## config.mk

```make
export PLATFORM = sky130hd
export DESIGN_NAME = placement_eval
export DESIGN_NICKNAME = d
export VERILOG_FILES = /design/src/rtl/placement_eval.sv
export SDC_FILE = /design/constraint.sdc
export NUM_CORES = 1
export LEC_CHECK = 0
export BUFFER_PORTS_ARGS = -buffer_cell sky130_fd_sc_hd__buf_2
export CAP_MARGIN = 20
export CORE_ASPECT_RATIO = 0.5
export CORE_UTILIZATION = 40
export CTS_BUF_LIST = sky130_fd_sc_hd__clkbuf_4 sky130_fd_sc_hd__clkbuf_8
export CTS_CLUSTER_SIZE = 25
export DETAILED_ROUTE_END_ITERATION = 8
export SETUP_SLACK_MARGIN = 0.3
export SYNTH_ARGS = -nofsm -noshare
export SYNTH_HDL_FRONTEND = slang
export SYNTH_SLANG_ARGS = --single-unit
```

## constraint.sdc

```tcl
create_clock -name clk -period 5.5 [get_ports clk]
set_input_delay 1.1 -clock clk [delete_from_list [all_inputs] [get_ports clk]]
set_output_delay 1.1 -clock clk [all_outputs]
set_load 0.02 [all_outputs]
```

## src/rtl/placement_eval.sv

```systemverilog
// Wirelength evaluator: walks the edge ROMs, fetches both endpoint positions and
// accumulates Manhattan and 1-hop costs. Optional histogram/hist_max under PLACE_EVAL_HIST_EN.
module placement_eval #(
    parameter int N_EDGE = 30,
    parameter int W      = 32
) (
    input  logic                clk,
    input  logic                reset,
    input  logic                start,
    output logic                busy,
    output logic                done,
    output logic                re_edge,
    output logic [W-1:0]        addr_edge,
    input  logic [W-1:0]        edge_a,
    input  logic [W-1:0]        edge_b,
    output logic                re_pos,
    output logic [W-1:0]        addr_pos,
    input  logic signed [W-1:0] pos_x,
    input  logic signed [W-1:0] pos_y,
    output logic signed [W-1:0] sum,
    output logic signed [W-1:0] sum_1hop,
    output logic [W-1:0]        unplaced,
    output logic [W-1:0]        cycles
`ifdef PLACE_EVAL_HIST_EN
    ,
    output logic [W-1:0]        hist_max
`endif
);

    typedef enum logic [3:0] {
        S_IDLE, S_RD_E, S_WAIT_E, S_RD_A, S_WAIT_A, S_LAT_A,
        S_WAIT_B, S_LAT_B, S_CALC, S_ACC, S_DONE
    } state_t;

    localparam logic [W-1:0] ZERO     = {W{1'b0}};
    localparam logic [W-1:0] ONE      = {{(W-1){1'b0}}, 1'b1};
    localparam logic [W-1:0] NEG1     = {W{1'b1}};
    localparam logic [W-1:0] N_EDGE_W = W'(N_EDGE);

    function automatic logic [W-1:0] abs_diff(input logic [W-1:0] a, input logic [W-1:0] b);
        logic [W-1:0] d;
        d = a - b;
        abs_diff = d[W-1] ? (~d + ONE) : d;
    endfunction

    function automatic logic [W-1:0] ceil_half(input logic [W-1:0] v);
        ceil_half = (v >> 1) + {{(W-1){1'b0}}, v[0]};
    endfunction

    state_t       state_q, state_d;
    logic [W-1:0] i_q, i_d, nb_q, nb_d;
    logic [W-1:0] xa_q, xa_d, ya_q, ya_d, xb_q, xb_d, yb_q, yb_d;
    logic [W-1:0] dx_q, dx_d, dy_q, dy_d;
    logic [W-1:0] sum_q, sum_d, sum_1hop_q, sum_1hop_d, unplaced_q, unplaced_d, cycles_q, cycles_d;
    logic [W-1:0] addr_edge_q, addr_edge_d, addr_pos_q, addr_pos_d;
    logic         busy_q, busy_d, done_q, done_d, re_edge_q, re_edge_d, re_pos_q, re_pos_d;

    // Next-state and datapath for the evaluation sequencer.
    always_comb begin
        state_d     = state_q;
        i_d         = i_q;
        nb_d        = nb_q;
        xa_d        = xa_q;
        ya_d        = ya_q;
        xb_d        = xb_q;
        yb_d        = yb_q;
        dx_d        = dx_q;
        dy_d        = dy_q;
        sum_d       = sum_q;
        sum_1hop_d  = sum_1hop_q;
        unplaced_d  = unplaced_q;
        busy_d      = busy_q;
        done_d      = 1'b0;
        re_edge_d   = 1'b0;
        addr_edge_d = addr_edge_q;
        re_pos_d    = 1'b0;
        addr_pos_d  = addr_pos_q;
        cycles_d    = (state_q != S_IDLE) ? cycles_q + ONE : cycles_q;
        case (state_q)
            S_IDLE: begin
                if (start) begin
                    sum_d      = ZERO;
                    sum_1hop_d = ZERO;
                    unplaced_d = ZERO;
                    cycles_d   = ZERO;
                    i_d        = ZERO;
                    busy_d     = 1'b1;
                    state_d    = S_RD_E;
                end else begin
                    state_d    = S_IDLE;
                end
            end
            S_RD_E: begin
                if (i_q == N_EDGE_W) begin
                    state_d     = S_DONE;
                end else begin
                    re_edge_d   = 1'b1;
                    addr_edge_d = i_q;
                    state_d     = S_WAIT_E;
                end
            end
            S_WAIT_E: state_d = S_RD_A;
            S_RD_A: begin
                nb_d       = edge_b;
                re_pos_d   = 1'b1;
                addr_pos_d = edge_a;
                state_d    = S_WAIT_A;
            end
            S_WAIT_A: state_d = S_LAT_A;
            S_LAT_A: begin
                xa_d       = pos_x;
                ya_d       = pos_y;
                re_pos_d   = 1'b1;
                addr_pos_d = nb_q;
                state_d    = S_WAIT_B;
            end
            S_WAIT_B: state_d = S_LAT_B;
            S_LAT_B: begin
                xb_d    = pos_x;
                yb_d    = pos_y;
                state_d = S_CALC;
            end
            S_CALC: begin
                // -1 in any coordinate marks a node the placer never placed
                if ((xa_q == NEG1) || (ya_q == NEG1) || (xb_q == NEG1) || (yb_q == NEG1)) begin
                    unplaced_d = unplaced_q + ONE;
                    i_d        = i_q + ONE;
                    state_d    = S_RD_E;
                end else begin
                    dx_d       = abs_diff(xa_q, xb_q);
                    dy_d       = abs_diff(ya_q, yb_q);
                    state_d    = S_ACC;
                end
            end
            S_ACC: begin
                sum_d      = sum_q + dx_q + dy_q - ONE;
                sum_1hop_d = sum_1hop_q + ceil_half(dx_q) + ceil_half(dy_q) - ONE;
                i_d        = i_q + ONE;
                state_d    = S_RD_E;
            end
            S_DONE: begin
                done_d  = 1'b1;
                busy_d  = 1'b0;
                state_d = S_IDLE;
            end
            default: state_d = S_IDLE;
        endcase
    end

    // State and output registers with synchronous reset.
    always_ff @(posedge clk) begin
        if (reset) begin
            state_q     <= S_IDLE;
            i_q         <= ZERO;
            nb_q        <= ZERO;
            xa_q        <= ZERO;
            ya_q        <= ZERO;
            xb_q        <= ZERO;
            yb_q        <= ZERO;
            dx_q        <= ZERO;
            dy_q        <= ZERO;
            sum_q       <= ZERO;
            sum_1hop_q  <= ZERO;
            unplaced_q  <= ZERO;
            cycles_q    <= ZERO;
            busy_q      <= 1'b0;
            done_q      <= 1'b0;
            re_edge_q   <= 1'b0;
            addr_edge_q <= ZERO;
            re_pos_q    <= 1'b0;
            addr_pos_q  <= ZERO;
        end else begin
            state_q     <= state_d;
            i_q         <= i_d;
            nb_q        <= nb_d;
            xa_q        <= xa_d;
            ya_q        <= ya_d;
            xb_q        <= xb_d;
            yb_q        <= yb_d;
            dx_q        <= dx_d;
            dy_q        <= dy_d;
            sum_q       <= sum_d;
            sum_1hop_q  <= sum_1hop_d;
            unplaced_q  <= unplaced_d;
            cycles_q    <= cycles_d;
            busy_q      <= busy_d;
            done_q      <= done_d;
            re_edge_q   <= re_edge_d;
            addr_edge_q <= addr_edge_d;
            re_pos_q    <= re_pos_d;
            addr_pos_q  <= addr_pos_d;
        end
    end

    assign busy      = busy_q;
    assign done      = done_q;
    assign re_edge   = re_edge_q;
    assign addr_edge = addr_edge_q;
    assign re_pos    = re_pos_q;
    assign addr_pos  = addr_pos_q;
    assign sum       = sum_q;
    assign sum_1hop  = sum_1hop_q;
    assign unplaced  = unplaced_q;
    assign cycles    = cycles_q;

`ifdef PLACE_EVAL_HIST_EN
    logic [W-1:0] hist_q [8];
    logic [W-1:0] hist_d [8];
    logic [W-1:0] hist_max_q, hist_max_d, dist_s;
    logic [2:0]   bin_s;

    // Histogram of per-edge distance, bins saturating at 7.
    always_comb begin
        hist_d     = hist_q;
        hist_max_d = hist_max_q;
        dist_s     = dx_q + dy_q;
        bin_s      = (dist_s > {{(W-3){1'b0}}, 3'd7}) ? 3'd7 : dist_s[2:0];
        if ((state_q == S_IDLE) && start) begin
            for (int b = 0; b < 8; b++) begin
                hist_d[b] = ZERO;
            end
            hist_max_d = ZERO;
        end else if (state_q == S_ACC) begin
            hist_d[bin_s] = hist_q[bin_s] + ONE;
            hist_max_d    = (dist_s > hist_max_q) ? dist_s : hist_max_q;
        end else begin
            hist_max_d = hist_max_q;
        end
    end

    // Histogram registers.
    always_ff @(posedge clk) begin
        if (reset) begin
            for (int b = 0; b < 8; b++) begin
                hist_q[b] <= ZERO;
            end
            hist_max_q <= ZERO;
        end else begin
            hist_q     <= hist_d;
            hist_max_q <= hist_max_d;
        end
    end

    assign hist_max = hist_max_q;

`ifndef SYNTHESIS
    // Report the final histogram in the DONE cycle.
    always_ff @(posedge clk) begin
        if (!reset && (state_q == S_DONE)) begin
            $write("hist: %0d %0d %0d %0d %0d %0d %0d %0d\n", hist_q[0], hist_q[1], hist_q[2],
                   hist_q[3], hist_q[4], hist_q[5], hist_q[6], hist_q[7]);
        end
    end
`endif
`endif

endmodule

```

==> results.md, run 1 <==
- The initial DRC count is 1,783.
- Summing all non-filler instances in the final layout gives an area of 0.0325 mm².
- The net count after synthesis is 4,063.
- The total leakage power is 13.8 nW.
- The number of global-route vias before repair is 24,500.
- The synthesized netlist cell count is 3,675.
- For this run, the top clock speed supported by timing is 207 MHz.
- The starting utilization of the core area is 40.8%.
- The number of buffers inserted by hold repair at cts is 0.
- The number of nets in the finished design is roughly 4,300.
- The post-route clock period utilization is between 80% and 90%.
- The accumulated negative setup slack is 0 ns.
- The number of synthesized register bits is 456.
- Cells with a size suffix above 1 make up 13.9% of the layout.
- In the routed design, unresolved DRC markers number 0.
- Of all flip-flops after synthesis, the portion carrying an async set or reset was 0%.
- The aggregate routed wire length is 83,300 µm.
- The first global-routing pass estimated around 130,000 µm of wire.
- The number of max-slew violations in the final report was 0.
- The slowest stage of the critical path is the a2111oi_0 cell.
- The end-of-flow core utilization is 46.8%.
- Across all layers, the routed design uses approximately 26,000 vias.
- The library cells used most frequently in the layout, excluding fill and tap cells, are 564 x nand2_1, 456 x dfxtp_1, 383 x a21oi_1, 363 x inv_1, 325 x buf_2.
- STA puts the critical path data required time at about 6.1 ns.
- The power per cell area is 247 mW/mm².
- TritonCTS built the clock tree.
- The kind of start point of the critical path is a register.
- The tightest min-delay check is of the reg -> reg type.
- On the final layout, the worst clock skew is ~0.036 ns.
- The smallest setup slack after layout is around 0.67 ns.
- The number of unique standard cell types used by synthesis is 86.
- By instance count, the cell type seen most on the critical path is inv_1.
- After clock tree synthesis, the clock-pin slew on the worst setup and hold paths is 0.07 ns.
- The final-report setup violation count is 0.
- The critical path class is reg -> reg.
- The portion of the post-synthesis area used by sequential elements is 32.1%.
- The die is 190 µm tall.
- The post-detailed-placement half-perimeter wirelength is just over 60,000 µm.
- The first-pass detailed-route iteration total is 6.
- The number of violations of the max-capacitance limit is 0.
- After floorplanning, the core was sized to cover between 0.06 and 0.07 mm².
- The congestion estimate from routability-driven global placement came to 0.914.
- The clock insertion delay at the later pin of the skew report is 0.73 ns.
- During placement, the flow inserted port buffers numbering 326.
- The overall power consumption is approximately 8 mW.
- In the synthesized netlist the dominant register cell turns out to be dfxtp_1.
- The initial antenna violation count came to 13.
- The cell row count is 68.
- The layout overhead on the synthesized area is 14.5%.
- The die covers 0.0722 mm².
- For the worst setup path, the data arrival time is 5.42 ns.
- The maximum number of pins on one net before global-route repair is 209.
- The via-per-instance ratio is 5.29.
- In this run, synthesis inferred 0 flip-flops with an integrated enable.
- On the worst path, the slowest cell contributes a delay of 0.56 ns.
- Setup repair after global routing left no endpoint under its margin.
- The synthesized area per cell is 7.73 µm².
- CTS built an H-tree with a depth of 3.
- The number of nets with antenna violations after detailed routing is 0.
- The endpoint type of the worst setup path is a register.
- The average wire per cell in the routed design is between 15 and 20 µm.
- The top-level I/O count is 327.
- The critical-path maximum fanout is 4.
- The cell area that synthesis handed to floorplanning was 0.0284 mm².
- The placed instances occupy a cell area of 0.0308 mm².
- The tightest hold path in the finished design has a slack of 0.453 ns.
- The total overflow left after global routing is 0.
- At the pin with the least slew margin, the transition time is 1.19 ns.
- Yosys printed 0 warnings.
- The worst max-slew margin expressed relative to the limit is 20.4%.
- Across the VDD grid, the largest voltage drop is 0.000156 V.
- The post-CTS setup buffer count is 0.
- The number of gates resized after CTS was 0.
- The final hold violation count is 0.
- Fill cells in the final layout number a little over 7,000.
- The number of sinks handled by clock tree synthesis is 456.
- TritonCTS created 74 clock buffers.
- The signal on the critical path passes through inv_1 -> ha_1 -> fa_1 -> inv_1 -> ha_1 -> inv_1 -> fa_1 -> nor2b_1 -> o31ai_1 -> a2111oi_0 -> o211ai_1 -> a211oi_1 -> nor2_1 -> nand3_1 -> a31oi_1 -> o21ai_0 -> a21oi_1 -> a311o_1.
- The non-filler instance count after layout is 4,934.
- Measured along the x axis, the die boundary spans 379 µm.
- Counting tap cells, the placed design contains a total of 4,791 instances.
- The clock passes through at most 3 buffers.
- The final period demand of the worst path is 4.83 ns.
- The cell at the root of the clock tree is clkbuf_8.
- The run finished with clean final reports.
- The combined global-route utilization of all metal layers is 22.7%.
- Leaving out fill and tap cells, the most frequent cell in the layout is nand2_1.
- Prior to clock tree synthesis, the placed netlist has a worst setup slack of 0.735 ns.
[where the power goes]
| group | switching, mW | internal, mW |
|---|---|---|
| clock network | 1.53 | 1.89 |
| logic | 0.793 | 0.480 |
| registers | 0.0243 | 3.33 |
[critical path: cells and delay by family (launching register included)]
| kind | cells | cell delay (ns) |
|---|---|---|
| DFF | 1 | 0.35 |
| adders and majority gates | 4 | 1.34 |
| buffers and inverters | 3 | 0.20 |
| and+or+nand+nor | 3 | 0.45 |
| AOI/OAI and AO/OA | 8 | 2.36 |
[path summary, 6_finish.rpt]
path	start	endpoint	slack [ns]	cells past startpoint
max	sum[1]	sum[31]	0.67	18
min	nb_q[14]	nb_q[14]	0.45	2
max reg2reg	sum[1]	sum[31]	0.67	18
min reg2reg	nb_q[14]	nb_q[14]	0.45	2
[cell usage after synthesis, types with 68 or more instances]
master / count / share of area, %
inv_1: 363 / 4.8
nand2_1: 566 / 7.5
clkbuf_1: 155 / 2.0
nor2_1: 319 / 4.2
o21ai_0: 102 / 1.8
nand4_1: 68 / 1.5
dfxtp_1: 456 / 32
xor2_1: 90 / 2.8
nand3_1: 108 / 1.9
ha_1: 192 / 8.5
a21oi_1: 383 / 6.7
xnor2_1: 113 / 3.5
[area by class of cell]
| cell class | instances | area (µm²) | share of cell area, % |
|---|---|---|---|
| Multi-Input combinational cell | 2673 | 17300 | 53.1 |
| Sequential cell | 456 | 9130 | 28.1 |
| Timing Repair Buffer | 354 | 1860 | 5.73 |
| Clock buffer | 111 | 1390 | 4.27 |
| Inverter | 363 | 1360 | 4.19 |
| Tap cell | 945 | 1180 | 3.63 |
| Clock inverter | 23 | 299 | 0.919 |
| Antenna cell | 9 | 22.5 | 0.0692 |
[sequential cells by signal (all words and copies together), names as in the netlist, 4 cells and up]
name	cells
cycles	32
xb_q	32
ya_q	32
xa_q	32
dy_q	32
sum_1hop	32
state_q	4
addr_edge	32
addr_pos	32
nb_q	32
dx_q	32
i_q	32
unplaced	32
sum	32
yb_q	32
[per-layer routing]
metal / up-vias / wire length [µm] / GRT usage (%)
met5: - / 69 / 0
met4: 10 / 1690 / 6.42
met3: 133 / 4190 / 4.25
met2: 538 / 37800 / 36.8
met1: 12300 / 39500 / 30.8
li1: 13100 / - / -
[logic make-up (layout without fill, tap and decap cells)]
| family | Yosys count | in the layout | share of synthesized area (%) |
|---|---|---|---|
| compound gates | 847 | 847 | 18.6 |
| xor+xnor | 203 | 203 | 6.26 |
| fa+ha+maj | 257 | 257 | 13.0 |
| buf+inv | 546 | 851 | 7.27 |
| flops | 456 | 456 | 32.1 |
| mux | 43 | 43 | 1.54 |
| other cells | 0 | 9 | 0 |
| simple gates | 1323 | 1323 | 21.2 |
Note: power is estimated with default switching activity, not from simulation.
==> inputs of run 2 (changes only) <==
- BUFFER_PORTS_ARGS: -buffer_cell sky130_fd_sc_hd__buf_2 -> -buffer_cell sky130_fd_sc_hd__buf_4
- REMOVE_ABC_BUFFERS: not set -> 1
==> run 2 against run 1 <==
Compared with the run above: cell count down 0.14%; critical endpoint is now sum_1hop[30]; power up 0.13%; worst hold slack worse by 0.00095 ns; highest routed layer is now met4; combinational power about the same.
==> results.md, run 2 (synthesized netlist as in run 1, its figures left out) <==
- The post-route clock period utilization is 84.8% (-3.0 points).
- The cell at the root of the clock tree is clkbuf_8.
- The final-report setup violation count is 0 (unchanged).
- In this run the worst setup path begins at sum_1hop[0].
- The accumulated negative setup slack is 0 ns (unchanged).
- The ratio of cells with drive above 1 in the final layout is 13.9% (+0.022 points).
- The cell row count came to 68 (unchanged).
- The worst max-slew margin expressed relative to the limit is 34.1% (+14 points).
- The run finished with clean final reports.
- The total number of vias is 25,900 (-0.66%).
- The overall die width is 379 µm (unchanged).
- The total instance count after detailed placement came to 4,790 (-0.021%).
- The transition time of the tightest slew-check pin is 0.987 ns (-0.207 ns).
- The starting utilization of the core area is 40.8% (unchanged).
- The average wire per cell in the routed design came to 16.9 µm (-0.19%).
- The worst setup path is captured at a register.
- The wire length of the first global-routing pass is 131,000 µm (-0.88%).
- The total die area is 0.0722 mm² (unchanged).
- The final weighted congestion in routability-driven placement is 0.909 (-0.63%).
- Setup repair after global routing left no endpoint under its margin.
- TritonCTS built the clock tree.
- The number of buffers added by the clock tree synthesis step is 74 (unchanged).
- The top-level I/O count is 327 (unchanged).
- The largest clock skew in the final design came to 0.0529 ns (+0.0172 ns).
- The combined global-route utilization of all metal layers is 22.7% (-0.023 points).
- The setup path with the least slack is of type reg -> reg.
- The final period demand of the worst path is 4.66 ns (-0.165 ns).
- The number of buffers inserted by port buffering is 326 (unchanged).
- The path class of the tightest hold or removal check is reg -> reg.
- The final hold violation count was 0 (unchanged).
- The smallest setup slack after layout is 0.837 ns (+0.165 ns).
- The initial DRC count is 1,677 (-5.9%).
- The worst setup path is launched from a register.
- The post-detailed-placement half-perimeter wirelength is 62,300 µm (+0.54%).
- The post-cts repair resize count is 0 (unchanged).
- The first-pass detailed-route iteration total was 5 (-1).
- The maximum number of pins on one net before global-route repair is 142 (-32%).
- The number of sinks handled by clock tree synthesis is 456 (unchanged).
- The post-placement worst setup slack is 0.854 ns (+0.119 ns).
- The signal arrival time at the worst endpoint is 5.28 ns (-0.14 ns).
- The remaining routing DRC violations is 0 (unchanged).
- The overall power consumption is 8.05 mW (+0.13%).
- The worst hold margin is 0.452 ns (-0.000946 ns).
- The total leakage power is 13.9 nW (+0.65%).
- The critical-path maximum fanout is 3 (-1).
- The layout overhead on the synthesized area is 17.3%.
- The core area was 0.0696 mm² (unchanged).
- Leaving out fill and tap cells, the most frequent cells in the layout are 564 x nand2_1, 456 x dfxtp_1, 383 x a21oi_1, 363 x inv_1, 351 x buf_4.
- The aggregate global routing overflow is 0 (unchanged).
- The power per cell area is 242 mW/mm² (-2.3%).
- The number of buffers inserted by hold repair at cts is 0 (unchanged).
- The initial antenna violation count is 3 (-10).
- The required time of the critical path is 6.12 ns (+0.03 ns).
- The number of H-tree branching levels is 3 (unchanged).
- The die height came to 190 µm (unchanged).
- The number of global-route vias before repair came to 24,000 (-1.8%).
- The peak ir drop on the vdd network is 0.000144 V (-7.4%).
- The non-filler instance count after layout is 4,927 (-0.14%).
- The post-CTS setup buffer count is 0 (unchanged).
- The critical hold path startpoint is nb_q[2].
- The number of fill cells in the layout came to 7,042 (-0.42%).
- The library cell used most frequently in the layout, excluding fill and tap cells, is nand2_1.
- The via-per-instance ratio was 5.26 (-0.52%).
- The number of nets in the finished design came to 4,310 (unchanged).
- The number of violations of the max-capacitance limit is 0 (unchanged).
- The number of buffers on the longest clock path is 3 (unchanged).
- The number of max-slew violations in the final report is 0 (unchanged).
- The startpoint identified for the worst register-to-register timing path is sum_1hop[0].
- The highest achievable clock rate is 214 MHz (+3.5%).
- The number of nets with antenna violations after detailed routing was 0 (unchanged).
- The clock insertion delay at the later pin of the skew report is 0.75 ns (+0.02 ns).
- The aggregate routed wire length came to 83,000 µm (-0.33%).
- The register clock-pin slew on the reported worst setup and hold paths is 0.07 ns (about the same).
run 2: cell count changes in the layout (fill, tap and decap cells not counted), sizes merged:
cell	before	now
clkbuf	111	110
bufinv	5	4
diode	9	1
inv	370	369
clkinv	11	13
clkinvlp	0	2
run 2: path summary, 6_finish.rpt:
path	endpoint	slack, ns	cells past startpoint
hold reg to reg	nb_q[2]	0.45	2
hold / removal	nb_q[2]	0.45	2
setup reg to reg	sum_1hop[30]	0.84	17
setup / recovery	sum_1hop[30]	0.84	17
run 2: where the power goes:
group | internal [mW] | leakage, nW | total (mW) | switching (mW)
Clock | 1.87 | 0.893 | 3.40 | 1.53
Combinational | 0.508 | 9.36 | 1.30 | 0.788
Sequential | 3.33 | 3.67 | 3.36 | 0.0251
run 2: layer usage:
metal / wire length [µm] / GRT usage [%] / part of all wire [%]
met5: 0 / 0 / 0
met1: 40300 / 32.3 / 49
met4: 1720 / 6.59 / 2.1
met3: 5260 / 4.30 / 6.3
met2: 35800 / 34.7 / 43
run 2: stage by stage:
step	util, %	area (µm²)
2_1_floorplan	-	27700
3_3_place_gp	45.5	31700
3_5_place_dp	45.5	31700
4_1_cts	47.9	33300
5_1_grt	47.9	33300
6_report	47.9	33300
run 2: layout make-up:
class                           count  area [µm²]  area share (%)
Timing Repair Buffer              354        2690            8.07
Clock buffer                      110        1420            4.26
Sequential cell                   456        9130            27.4
Inverter                          363        1360            4.09
Tap cell                          945        1180            3.55
Clock inverter                     25         269           0.807
Antenna cell                        1        2.50         0.00750
Multi-Input combinational cell   2673       17300            51.9
run 2: critical path: stages, from the launching register on:
cell and delay [ns]:
dfxtp_1 0.35, inv_1 0.05, ha_1 0.30, fa_1 0.48
inv_1 0.04, ha_1 0.22, fa_1 0.49, a211oi_1 0.30
o21bai_1 0.17, a21oi_1 0.28, o21ai_0 0.24, o311a_1 0.42
a211oi_1 0.39, o21bai_1 0.10, a21oi_1 0.22, o21ai_0 0.14
xor2_1 0.15, a22o_1 0.21
==> inputs of run 3 (changes only) <==
- clock period: 5.5 -> 4.9 ns (I/O delays scaled with it)
==> run 3 against run 2 <==
Compared with the run above: non-clock buffer count rose by 2; design area shrank 0.23%; critical endpoint is now sum[30]; flip-flop and latch count is the same.
==> results.md, run 3 (synthesized netlist as in run 1, its figures left out) <==
- The worst stage delay on the critical path is 0.53 ns (+0.04 ns).
- The remaining routing DRC violations came to 0 (unchanged).
- The worst setup path is captured at a register.
- Traced cell by cell, the critical path runs through inv_1 -> ha_1 -> fa_1 -> inv_1 -> ha_1 -> a21o_1 -> a21o_1 -> a31oi_1 -> a31o_2 -> o221ai_1 -> a221oi_2 -> o21ai_1 -> or4_1 -> a31oi_1 -> xnor2_1 -> a22o_1.
- The required time of the critical path is 5.50 ns (-0.62 ns).
- The worst max-slew margin expressed relative to the limit is 34.7% (+0.62 points).
- The die height is 190 µm (unchanged).
- The combinational group share of total power was 16.6% (+0.5 points).
- The final design area excluding fillers is 0.0333 mm² (-0.23%).
- The number of sinks handled by clock tree synthesis was 456 (unchanged).
- The highest achievable clock rate came to 232 MHz (+8.3%).
- The power per cell area is 265 mW/mm² (+9.8%).
- The final weighted congestion in routability-driven placement was 0.915 (+0.66%).
- Leaving out fill and tap cells, the most frequent cells in the layout are 564 x nand2_1, 456 x dfxtp_1, 381 x a21oi_1, 363 x inv_1, 352 x buf_4.
- The total number of vias was 25,800 (-0.41%).
- The final hold violation count came to 0 (unchanged).
- The number of buffers on the longest clock path is 3 (unchanged).
- The number of max-slew violations in the final report is 0 (unchanged).
- The final-report setup violation count was 0 (unchanged).
- The initial DRC count is 1,633 (-2.6%).
- The CTS tree is built.
- The initial antenna violation count is 1 (-2).
- The post-route clock period utilization is 87.9% (+3.1 points).
- The post-placement worst setup slack is 0.278 ns (-0.576 ns).
- The number of global-route vias before repair is 24,200 (+0.67%).
- The ratio of cells with drive above 1 in the final layout is 13.8% (-0.066 points).
- The number of nets in the finished design is 4,311 (+0.023%).
- The placement-stage cell area is 0.0317 mm² (+0.11%).
- The number of nets with antenna violations after detailed routing is 0 (unchanged).
- The share of power burned in the clock network is 40.7% (-1.5 points).
- The number of buffers added by the clock tree synthesis step is 73 (-1.4%).
- The critical-path maximum fanout is 3 (unchanged).
- The clock insertion delay at the later pin of the skew report is 0.74 ns (about the same).
- The combined global-route utilization of all metal layers came to 22.6% (-0.080 points).
- The flow ran to the end, and the final reports show no timing, DRC or antenna violations.
- The overall die width is 379 µm (unchanged).
- Among all stages on the critical path, the largest delay is contributed by fa_1.
- STA classifies the critical path startpoint as a register.
- The worst hold margin is 0.453 ns (+0.00105 ns).
- The average wire per cell in the routed design was 16.7 µm (-0.68%).
- The number of buffers inserted by port buffering is 326 (unchanged).
- The critical path class is reg -> reg.
- The post-detailed-placement half-perimeter wirelength was 61,400 µm (-1.3%).
- The first-pass detailed-route iteration total is 5 (unchanged).
- The accumulated negative setup slack was 0 ns (unchanged).
- The aggregate global routing overflow is 0 (unchanged).
- The path class of the tightest hold or removal check is reg -> reg.
- The commonest non-fill, non-tap cell in the layout is nand2_1.
- The cell internal power dissipation was 6.24 mW (+9.3%).
- The post-CTS setup buffer count is 0 (unchanged).
- The number of violations of the max-capacitance limit was 0 (unchanged).
- The wire length of the first global-routing pass is 131,000 µm (about the same).
- The smallest setup slack after layout is 0.593 ns (-0.244 ns).
- The net switching power was 2.58 mW (+10%).
- The total leakage power was 13.9 nW (-0.36%).
- The starting utilization of the core area is 40.8% (unchanged).
- The peak ir drop on the vdd network came to 0.000180 V (+25%).
- The largest clock skew in the final design is 0.0504 ns (-0.00246 ns).
- The register clock-pin slew on the reported worst setup and hold paths is 0.07 ns (about the same).
- The layout overhead on the synthesized area is 17.1%.
- The number of buffers inserted by hold repair at cts is 0 (unchanged).
- Setup repair after global routing could not meet its margin everywhere.
- The signal arrival time at the worst endpoint is 4.91 ns (-0.37 ns).
- The number of H-tree branching levels is 3 (unchanged).
- The portion of total power attributed to sequential cells was 42.7% (+1.0 points).
- The transition time of the tightest slew-check pin came to 0.978 ns (-0.00933 ns).
- The switching share of power is 29.3% (+0.14 points).
- The root buffer cell chosen for the clock tree is clkbuf_8.
- The maximum number of pins on one net before global-route repair was 139 (-2.1%).
- The final period demand of the worst path came to 4.31 ns (-0.356 ns).
- The overall power consumption came to 8.82 mW (+9.5%).
- The top-level I/O count was 327 (unchanged).
- The via-per-instance ratio came to 5.25 (-0.20%).
- The total die area is 0.0722 mm² (unchanged).
- The core area was 0.0696 mm² (unchanged).
- The cell row count is 68 (unchanged).
- The aggregate routed wire length is 82,300 µm (-0.88%).
## run 3: power groups by stage
stage	registers, mW	logic, mW	clock network, mW
finish	3.77	1.46	3.59
global route	3.77	1.61	3.87
CTS	3.77	1.46	3.73
detailed placement	3.85	1.45	0
global placement	3.85	1.44	0
floorplan	3.86	0.970	0
## run 3: per-stage QoR
step | cells | utilization [%]
after floorplan | 3492 | -
after detailed placement | 4793 | 45.5
final | 4917 | 47.8
after CTS | 4916 | 47.8
after global placement | 4792 | 45.5
after global routing | 4917 | 47.8
## run 3: metal layers
layer	track usage, %	part of all wire (%)	up-vias
met5	0	0	-
met4	5.75	1.8	0
met1	31.8	49	12100
li1	-	-	13100
met2	35.0	43	597
met3	4.81	6.0	102
## run 3: worst paths after layout
path                  from  slack [ns]        to  cells past startpoint
setup reg to reg    sum[2]        0.59   sum[30]                     16
hold / removal    nb_q[23]        0.45  nb_q[23]                      2
setup / recovery    sum[2]        0.59   sum[30]                     16
hold reg to reg   nb_q[23]        0.45  nb_q[23]                      2
## run 3: critical path, delay by kind of cell (launching register included)
kind / cells / cell delay [ns]
buffers and inverters: 2 / 0.10
adder cells (fa/ha/maj): 3 / 1.09
flip-flops: 1 / 0.36
XOR/XNOR: 1 / 0.08
AND/OR/NAND/NOR: 1 / 0.42
AO/OA/AOI/OAI: 9 / 2.11
## run 3: final cells by class
| type | instances | area [µm²] |
|---|---|---|
| Fill cell | 6965 | 36300 |
| Multi-Input combinational cell | 2673 | 17300 |
| Sequential cell | 456 | 9130 |
| Timing Repair Buffer | 356 | 2720 |
| Inverter | 363 | 1360 |
| Clock buffer | 100 | 1320 |
| Tap cell | 945 | 1180 |
| Clock inverter | 23 | 234 |
| Antenna cell | 1 | 2.50 |
## run 3: repair_timing
item	CTS	global route
pin swaps	0	0
endpoints found under the setup margin	1	7
gates resized for setup	1	8
hold endpoints to repair	0	0
